`config.mk`:
```
export PLATFORM = sky130hd
export DESIGN_NAME = reg_file_sb
export DESIGN_NICKNAME = d
export VERILOG_FILES = /design/src/rtl/reg_file_sb.sv
export SDC_FILE = /design/constraint.sdc
export NUM_CORES = 2
export LEC_CHECK = 0
export CAP_MARGIN = 20
export CORE_MARGIN = 5
export CORE_UTILIZATION = 30
export DETAILED_ROUTE_END_ITERATION = 12
export DONT_BUFFER_PORTS = 1
export PLACE_DENSITY = 0.45
export SLEW_MARGIN = 0
export SYNTH_ARGS = -nofsm -noshare
export SYNTH_HDL_FRONTEND = slang
export SYNTH_SLANG_ARGS = --single-unit
```
`constraint.sdc`:
```
create_clock -name clk -period 10.8 [get_ports clk]
set_input_delay 2.16 -clock clk [delete_from_list [all_inputs] [get_ports clk]]
set_output_delay 2.16 -clock clk [all_outputs]
set_load 0.05 [all_outputs]
```
`src/rtl/reg_file_sb.sv`:
```
// Register file with two combinational read ports, one write port, optional
// write-to-read bypass and a per-register busy scoreboard for decode interlocks.
module reg_file_sb #(
    parameter int DW       = 32,
    parameter int AW       = 5,
    parameter int ZERO_REG = 1,
    parameter int BYPASS   = 1
) (
    input  logic          clk,
    input  logic          rst_n,
    input  logic [AW-1:0] ra1,
    input  logic [AW-1:0] ra2,
    output logic [DW-1:0] rd1,
    output logic [DW-1:0] rd2,
    output logic          busy1,
    output logic          busy2,
    input  logic          we,
    input  logic [AW-1:0] wa,
    input  logic [DW-1:0] wd,
    input  logic          iss_valid,
    input  logic [AW-1:0] iss_wa,
    output logic          iss_waw,
    input  logic          flush,
    output logic [AW:0]   busy_cnt
);

    localparam int DEPTH = 1 << AW;

    logic [DW-1:0]    mem [DEPTH];
    logic [DEPTH-1:0] busy;
    logic [DEPTH-1:0] busy_nxt;
    logic [AW:0]      cnt_nxt;

    logic write_ok;
    logic iss_ok;
    logic hit1, hit2, hit_iss;
    logic zero1, zero2, zero_iss;

    assign write_ok = we && !((ZERO_REG != 0) && (wa == '0));
    assign iss_ok   = iss_valid && !((ZERO_REG != 0) && (iss_wa == '0));

    assign hit1    = (BYPASS != 0) && we && (wa == ra1);
    assign hit2    = (BYPASS != 0) && we && (wa == ra2);
    assign hit_iss = (BYPASS != 0) && we && (wa == iss_wa);

    assign zero1    = (ZERO_REG != 0) && (ra1 == '0);
    assign zero2    = (ZERO_REG != 0) && (ra2 == '0);
    assign zero_iss = (ZERO_REG != 0) && (iss_wa == '0);

    assign rd1 = zero1 ? '0 : (hit1 ? wd : mem[ra1]);
    assign rd2 = zero2 ? '0 : (hit2 ? wd : mem[ra2]);

    assign busy1   = !zero1    && busy[ra1]    && !hit1;
    assign busy2   = !zero2    && busy[ra2]    && !hit2;
    assign iss_waw = !zero_iss && busy[iss_wa] && !hit_iss;

    always_ff @(posedge clk or negedge rst_n) begin
        if (!rst_n) begin
            for (int i = 0; i < DEPTH; i++) begin
                mem[i] <= '0;
            end
        end else if (write_ok) begin
            mem[wa] <= wd;
        end
    end

    // Issue is applied after writeback so a new producer wins on the same register.
    always_comb begin
        busy_nxt = busy;
        if (flush) begin
            busy_nxt = '0;
        end else begin
            if (write_ok) begin
                busy_nxt[wa] = 1'b0;
            end
            if (iss_ok) begin
                busy_nxt[iss_wa] = 1'b1;
            end
        end
        if (ZERO_REG != 0) begin
            busy_nxt[0] = 1'b0;
        end
    end

    always_comb begin
        cnt_nxt = '0;
        for (int i = 0; i < DEPTH; i++) begin
            cnt_nxt = cnt_nxt + {{AW{1'b0}}, busy_nxt[i]};
        end
    end

    always_ff @(posedge clk or negedge rst_n) begin
        if (!rst_n) begin
            busy     <= '0;
            busy_cnt <= '0;
        end else begin
            busy     <= busy_nxt;
            busy_cnt <= cnt_nxt;
        end
    end

endmodule

```
# Word-level counts from Yosys, hierarchy flattened

Cells that the tools add are included.

Logic and storage cells: 135
Bits in latches: 0
RAM bits: 0
Register bits: 1061
Memories: 0
Bits of input ports: 57
ROM bits: 0

Multipliers: 0
Reduce and logical (&&, ||, !) cells: 25
Bitwise gates (word level): 6
Shift operators: 0
Eq/ne operators: 3
$lt $le $gt $ge: 10
Div/mod/pow operators: 0
Mux-type cells: 27
$add $sub $neg: 30

Operator list:

| kind                                                       | number |
|---|---|
| bitwise mux 1024 bit                                       | 1 |
| two-way mux 32 bit                                         | 13 |
| binary-select mux 32 bit (select 5 bit)                    | 2 |
| demux 32 bit (select 5 bit)                                | 1 |
| adder 6 x 1 -> 6 bit                                       | 25 |
| bitwise AND 32 bit                                         | 1 |
| NOT 32 bit                                                 | 1 |
| OR 32 bit                                                  | 1 |
| less-than comparator 5 x 6 -> 1 bit, second input constant | 4 |
| logical NOT 5 bit                                          | 4 |
| >= comparator 6 bit, second input constant                 | 3 |
| NOT 5 -> 6 bit                                             | 3 |
| binary-select mux 1 bit (select 5 bit)                     | 3 |
| equality test 5 bit                                        | 3 |
| logical AND 1 bit                                          | 14 |
| demux 1 bit (select 5 bit)                                 | 2 |
| >= comparator 5 x 1 -> 1 bit, second input constant        | 2 |
| logical NOT 1 bit                                          | 7 |
| adder 5 x 1 -> 6 bit                                       | 1 |
| less-than comparator 6 x 1 -> 1 bit, second input constant | 1 |
| adder 4 x 1 -> 5 bit                                       | 1 |
| two-way mux 1 bit                                          | 5 |
| adder 3 x 1 -> 4 bit                                       | 1 |
| adder 2 x 1 -> 3 bit                                       | 1 |
| adder 1 x 1 -> 2 bit                                       | 1 |

# Logic depth before layout (Yosys ltp)

Depth in word-level cells: 41
Gate-level depth with buffers: 24

# Least setup slack after synthesis

OpenSTA, ideal clock, no wires.

Kind: input-to-reg
Start: input iss_wa[1]
End: register busy_cnt[4]
Data arrival time: 7.492 ns
Library setup time: 0.123 ns
Buffers on the path: 2
Cell stages on the path: 20
Setup slack: 3.185 ns
Cells stage by stage: buf_2 > buf_1 > nor2b_1 > and2_1 > nand2_1 > a21o_1 > fa_1 > fa_1 > inv_1 > fa_1 > inv_1 > fa_1 > fa_1 > fa_1 > fa_1 > fa_1 > inv_1 > a21o_1 > a21oi_1 > xnor2_1

Longest elaborated chain between the ends: 37

RTL lines:

| element                                                                                                   | RTL line | RTL |
|---|---|---|
| from (decl)                                                                                               | 21       | `input logic [AW-1:0] iss_wa,` |
| less-than comparator 5 x 6 -> 1 bit (not written as such) or >= comparator 5 x 1 -> 1 bit (tied branches) | 77       | `busy_nxt[iss_wa] = 1'b1;` |
| logical AND 1 bit (not written as such)                                                                   | 77       |  |
| two-way mux 1 bit (not written as such)                                                                   | 77       |  |
| demux 1 bit (select 5 bit)                                                                                | 77       |  |
| OR 32 bit (no source line)                                                                                | n/a      |  |
| two-way mux 32 bit (*)                                                                                    | 76       | `if (iss_ok) begin` |
| two-way mux 32 bit (*)                                                                                    | 70       | `if (flush) begin` |
| adder 1 x 1 -> 2 bit                                                                                      | 88       | `cnt_nxt = cnt_nxt + {{AW{1'b0}}, busy_nxt[i]};` |
| adder 2 x 1 -> 3 bit                                                                                      | 88       |  |
| adder 3 x 1 -> 4 bit                                                                                      | 88       |  |
| adder 4 x 1 -> 5 bit                                                                                      | 88       |  |
| adder 5 x 1 -> 6 bit                                                                                      | 88       |  |
| adder 6 x 1 -> 6 bit (24 in a row)                                                                        | 88       |  |
| adder 6 x 1 -> 6 bit (*)                                                                                  | 88       |  |
| net cnt_nxt[4]                                                                                            | 32       | `logic [AW:0] cnt_nxt;` |
| to (signal assigned)                                                                                      | 98       | `busy_cnt <= cnt_nxt;` |
| to (decl)                                                                                                 | 24       | `output logic [AW:0] busy_cnt` |

The timed path passes the listed nets; every way through them passes the cells marked *.
A chain may end at the register's enable or synchronous reset.

# Worst setup path in the final report

Start: input ra1[0]
End: output rd1[17]

Longest elaborated chain between the ends: 6

RTL lines:

| element                                               | RTL line | RTL |
|---|---|---|
| from (decl)                                           | 11       | `input logic [AW-1:0] ra1,` |
| NOT 5 -> 6 bit (not written as such)                  | 50       | `assign rd1 = zero1 ? '0 : (hit1 ? wd : mem[ra1]);` |
| binary-select mux 32 bit (select 5 bit)               | 50       |  |
| two-way mux 32 bit (not written as such) (2 in a row) | 50       |  |
| two-way mux 32 bit                                    | 50       |  |
| two-way mux 32 bit (*)                                | 50       |  |
| to (decl)                                             | 13       | `output logic [DW-1:0] rd1,` |

Mark *: on every way between the ends. The rest lies on a longest branch, timed or not. The select of a mux whose other input is x is not followed.

==> results.toml <==
[drt]
drtIter0Drc = 2472
via_per_inst = 5.68
final_antenna_net_count = 0
wirelength_mm = 216
avgRoutedWirePerCell_um = 33.2
drcViolationCount = 0
vias = 36900
drtPass1Iterations = 7

[finish]
seqCellArea_um2 = 26600
area_growth_pct = 11.1
multi_input_area_um2 = 29600
layout-drive-gt1-share_pct = 46.2
diodes = 0
fin_nets = 3934
fin_util_pct = 33.4
fill_cells = 19000

[floorplanning]
core_um2 = 194000
core.rowCount = 162
io_pins = 130
die_x_um = 451
die_h_um = 451
die-area_um2 = 203000
start_util_pct = 30.1

[logic_synthesis]
ys_warn_count = 0
postSynth.asyncResetShare_pct = 100
synth_area_leader_cell = "dfrtp_1"
syn-num-nets = 4160
ys_seq_area_share_pct = 45.5
synth_edf_count = 0
synth_area_um2 = 58400
avgSynthCellArea_um2 = 14.3
synth_flop_cell = "dfrtp_1"
synth.distinct_cells = 72
yosysTopAreaCellShare_pct = 45.5
synth-seq-cells = 1061
syn_inst = 4073
synth_area_leaders = "dfrtp_1 45%, mux2_2 20%, mux4_2 17%"

[worst_setup_path]
required_ns = 8.64
cp.arrival_ns = 5.56
crit_type = "in -> out"
rr_startpoint = "busy[24]"
cp_top_family = "simple AND/OR/NAND/NOR gates"
r2r-end = "busy_cnt[4]"
slowest_stage = "nor3_2"
cp_max_fo = 321
ff2ff_path_depth = 16
worst-path-buf-inv = 0
worstPathCellList = "nor3_2, nor2_4, a221o_1"
setup.worst_path.end_class = "primary output"
max_stage_delay_ns = 1.30
crit_path_start_kind = "input port"
reg2reg_slack_ns = 5.55

[clock_network]
cts_root_buf = "clkbuf_16"
hold_buffers = 0
cts-resized-gates = 0
insertion_delay_ns = 0.77
cts_sinks = 1061
cts_buffer_depth = 3
post_cts_buffers = 0
cts_buffers = 136
cts_tree = "done"
htree_num_levels = 4
clk_pin_slew_ns = 0.05

[placed_design]
dp_hpwl_mm = 113
gp_congestion = 0.762
port_buffers = 0

[sta]
finalSetupTns_ns = 0
max_freq_ghz = 0.129
maxSlewViolCount = 285
hold_viol = 0
rsz0062_at_grt = "false"
min_period_ns = 7.72
finalSetupViolCount = 0
worst_slew_pin_slew_ns = 2.24
finClkSkew_ns = 0.00770
fin_crit_sh_pct = 71.5
relSlewSlack_pct = -49.4

[global_routing]
grt_pass1_wl_mm = 307
grt_pass1_vias = 39300
grt.overflow.total = 0
grt.total_usage_pct = 21.0
grt_max_degree = 322
antenna_found_initial = 5

[power_and_ir_drop]
ir_worst_vdd_v = 0.000139
cellPowerDensity_nw_per_um2 = 186
total_leakage_power_nw = 27.6

[flow_run]
maxCapViolations = 0

[worst_hold_path]
hold_class = "reg -> reg"
min_from = "mem[994]"
hold_path_end = "mem[994]"
whs_path_depth = 0

[outcome]
violations = "slew limit"
status = "complete, but fails checks"
where the power goes:
part           switching [W]  total [W]  internal, W  leakage, nW
Clock                0.00187    0.00462      0.00275         2.23
Sequential          0.000511    0.00522      0.00471         13.6
Combinational       0.000891    0.00222      0.00133         11.8
Total                0.00328     0.0121      0.00879         27.6
worst reg2reg max path: stages, from the launching register on:
cell and delay [ns]:
dfrtp_1 0.40, o21ai_0 0.11, a21o_1 0.24, fa_1 0.51, fa_1 0.53, inv_1 0.05
fa_1 0.52, inv_1 0.07, fa_1 0.53, fa_1 0.43, fa_1 0.46, fa_1 0.43
fa_1 0.48, inv_1 0.07, a21o_1 0.10, a21oi_1 0.07, xnor2_1 0.13
layer usage:
metal / routed length [um] / GRT usage [%]
met1: 91000 / 26.7
met2: 108000 / 36.3
met3: 9550 / 3.73
met4: 7180 / 6.50
met5: 0 / 0
cell usage after synthesis, types with 10 or more instances:
library cell,n
nand2_1,71
buf_6,19
a221o_1,12
o21ai_0,66
a21o_1,18
buf_1,28
o211ai_1,30
a221oi_1,30
nor2_1,90
fa_1,23
a22o_1,28
a22oi_1,57
mux4_2,451
clkbuf_1,203
mux2_2,1013
a211oi_1,36
buf_4,41
o22ai_1,94
dfrtp_1,1061
nor4_1,18
mux2_1,10
nand2b_1,15
nand3_1,39
mux2i_1,215
buf_2,152
a21oi_1,15
nor3_1,37
xnor2_1,13
inv_1,46
nor2b_1,17
placed cells by master (no fill, tap or decap), types with 9 or more instances in the layout:
cell	instances
nand2b_1	14
a22oi_1	57
nand2_4	15
mux2_2	1013
clkbuf_16	143
nand2_1	56
a21oi_1	14
mux2i_1	215
clkbuf_8	37
nor3_1	37
xnor2_1	13
clkbuf_1	32
nor4_1	18
a22o_1	28
dfrtp_1	1061
mux4_2	451
a21o_1	18
nand3_1	39
a211oi_1	36
o22ai_1	94
o21ai_1	9
o211ai_1	30
mux2_1	10
inv_1	45
nor2_1	72
a221o_1	12
o21ai_0	61
clkinv_2	20
nor2_4	15
a221oi_1	30
buf_4	79
fa_1	23
nor2b_1	15
sequential cells by signal, summed over array words and instances, names as in the netlist:
register / cells
busy_cnt: 6
mem: 1024
busy: 31
logic make-up after synthesis:
family / after synthesis / share of synthesized area, %
flip-flops: 1061 / 45.5
AO/OA/AOI/OAI: 440 / 5.39
buffers and inverters: 498 / 4.22
multiplexers: 1689 / 40.8
adder cells (fa/ha/maj): 30 / 0.939
AND/OR/NAND/NOR: 337 / 2.87
XOR/XNOR: 18 / 0.270
worst max path at each step:
stage	startpoint	endpoint	slack, ns	cells past startpoint
floorplan	iss_wa[1]	busy_cnt[4]	3.19	20
CTS	wa[2]	busy_cnt[4]	3.15	17
global route	wa[2]	busy_cnt[4]	3.01	17
finish	ra1[0]	rd1[17]	3.08	3
global placement	wa[2]	busy_cnt[4]	2.37	17
detailed placement	wa[2]	busy_cnt[4]	2.35	17
layout make-up:
class,count,share of cell area [%]
Timing Repair Buffer,87,1.18
Tap cell,2542,4.91
Multi-Input combinational cell,2514,45.7
Sequential cell,1061,41.0
Clock inverter,34,0.467
Inverter,47,0.278
Clock buffer,212,6.49
metrics by stage:
stage          hold WS (ns)  instance area, um2  setup WS [ns]  total power (W)  cells
2_1_floorplan         0.441               58400           3.19          0.00703   4073
4_1_cts               0.396               64800           3.15           0.0122   6496
5_1_grt               0.402               64800           3.01           0.0126   6497
3_5_place_dp          0.382               60300           2.35          0.00751   6250
3_3_place_gp          0.378               60300           2.37          0.00746   6248
6_report              0.392               64800           3.08           0.0121   6497
(Power assumes the default switching activity.)
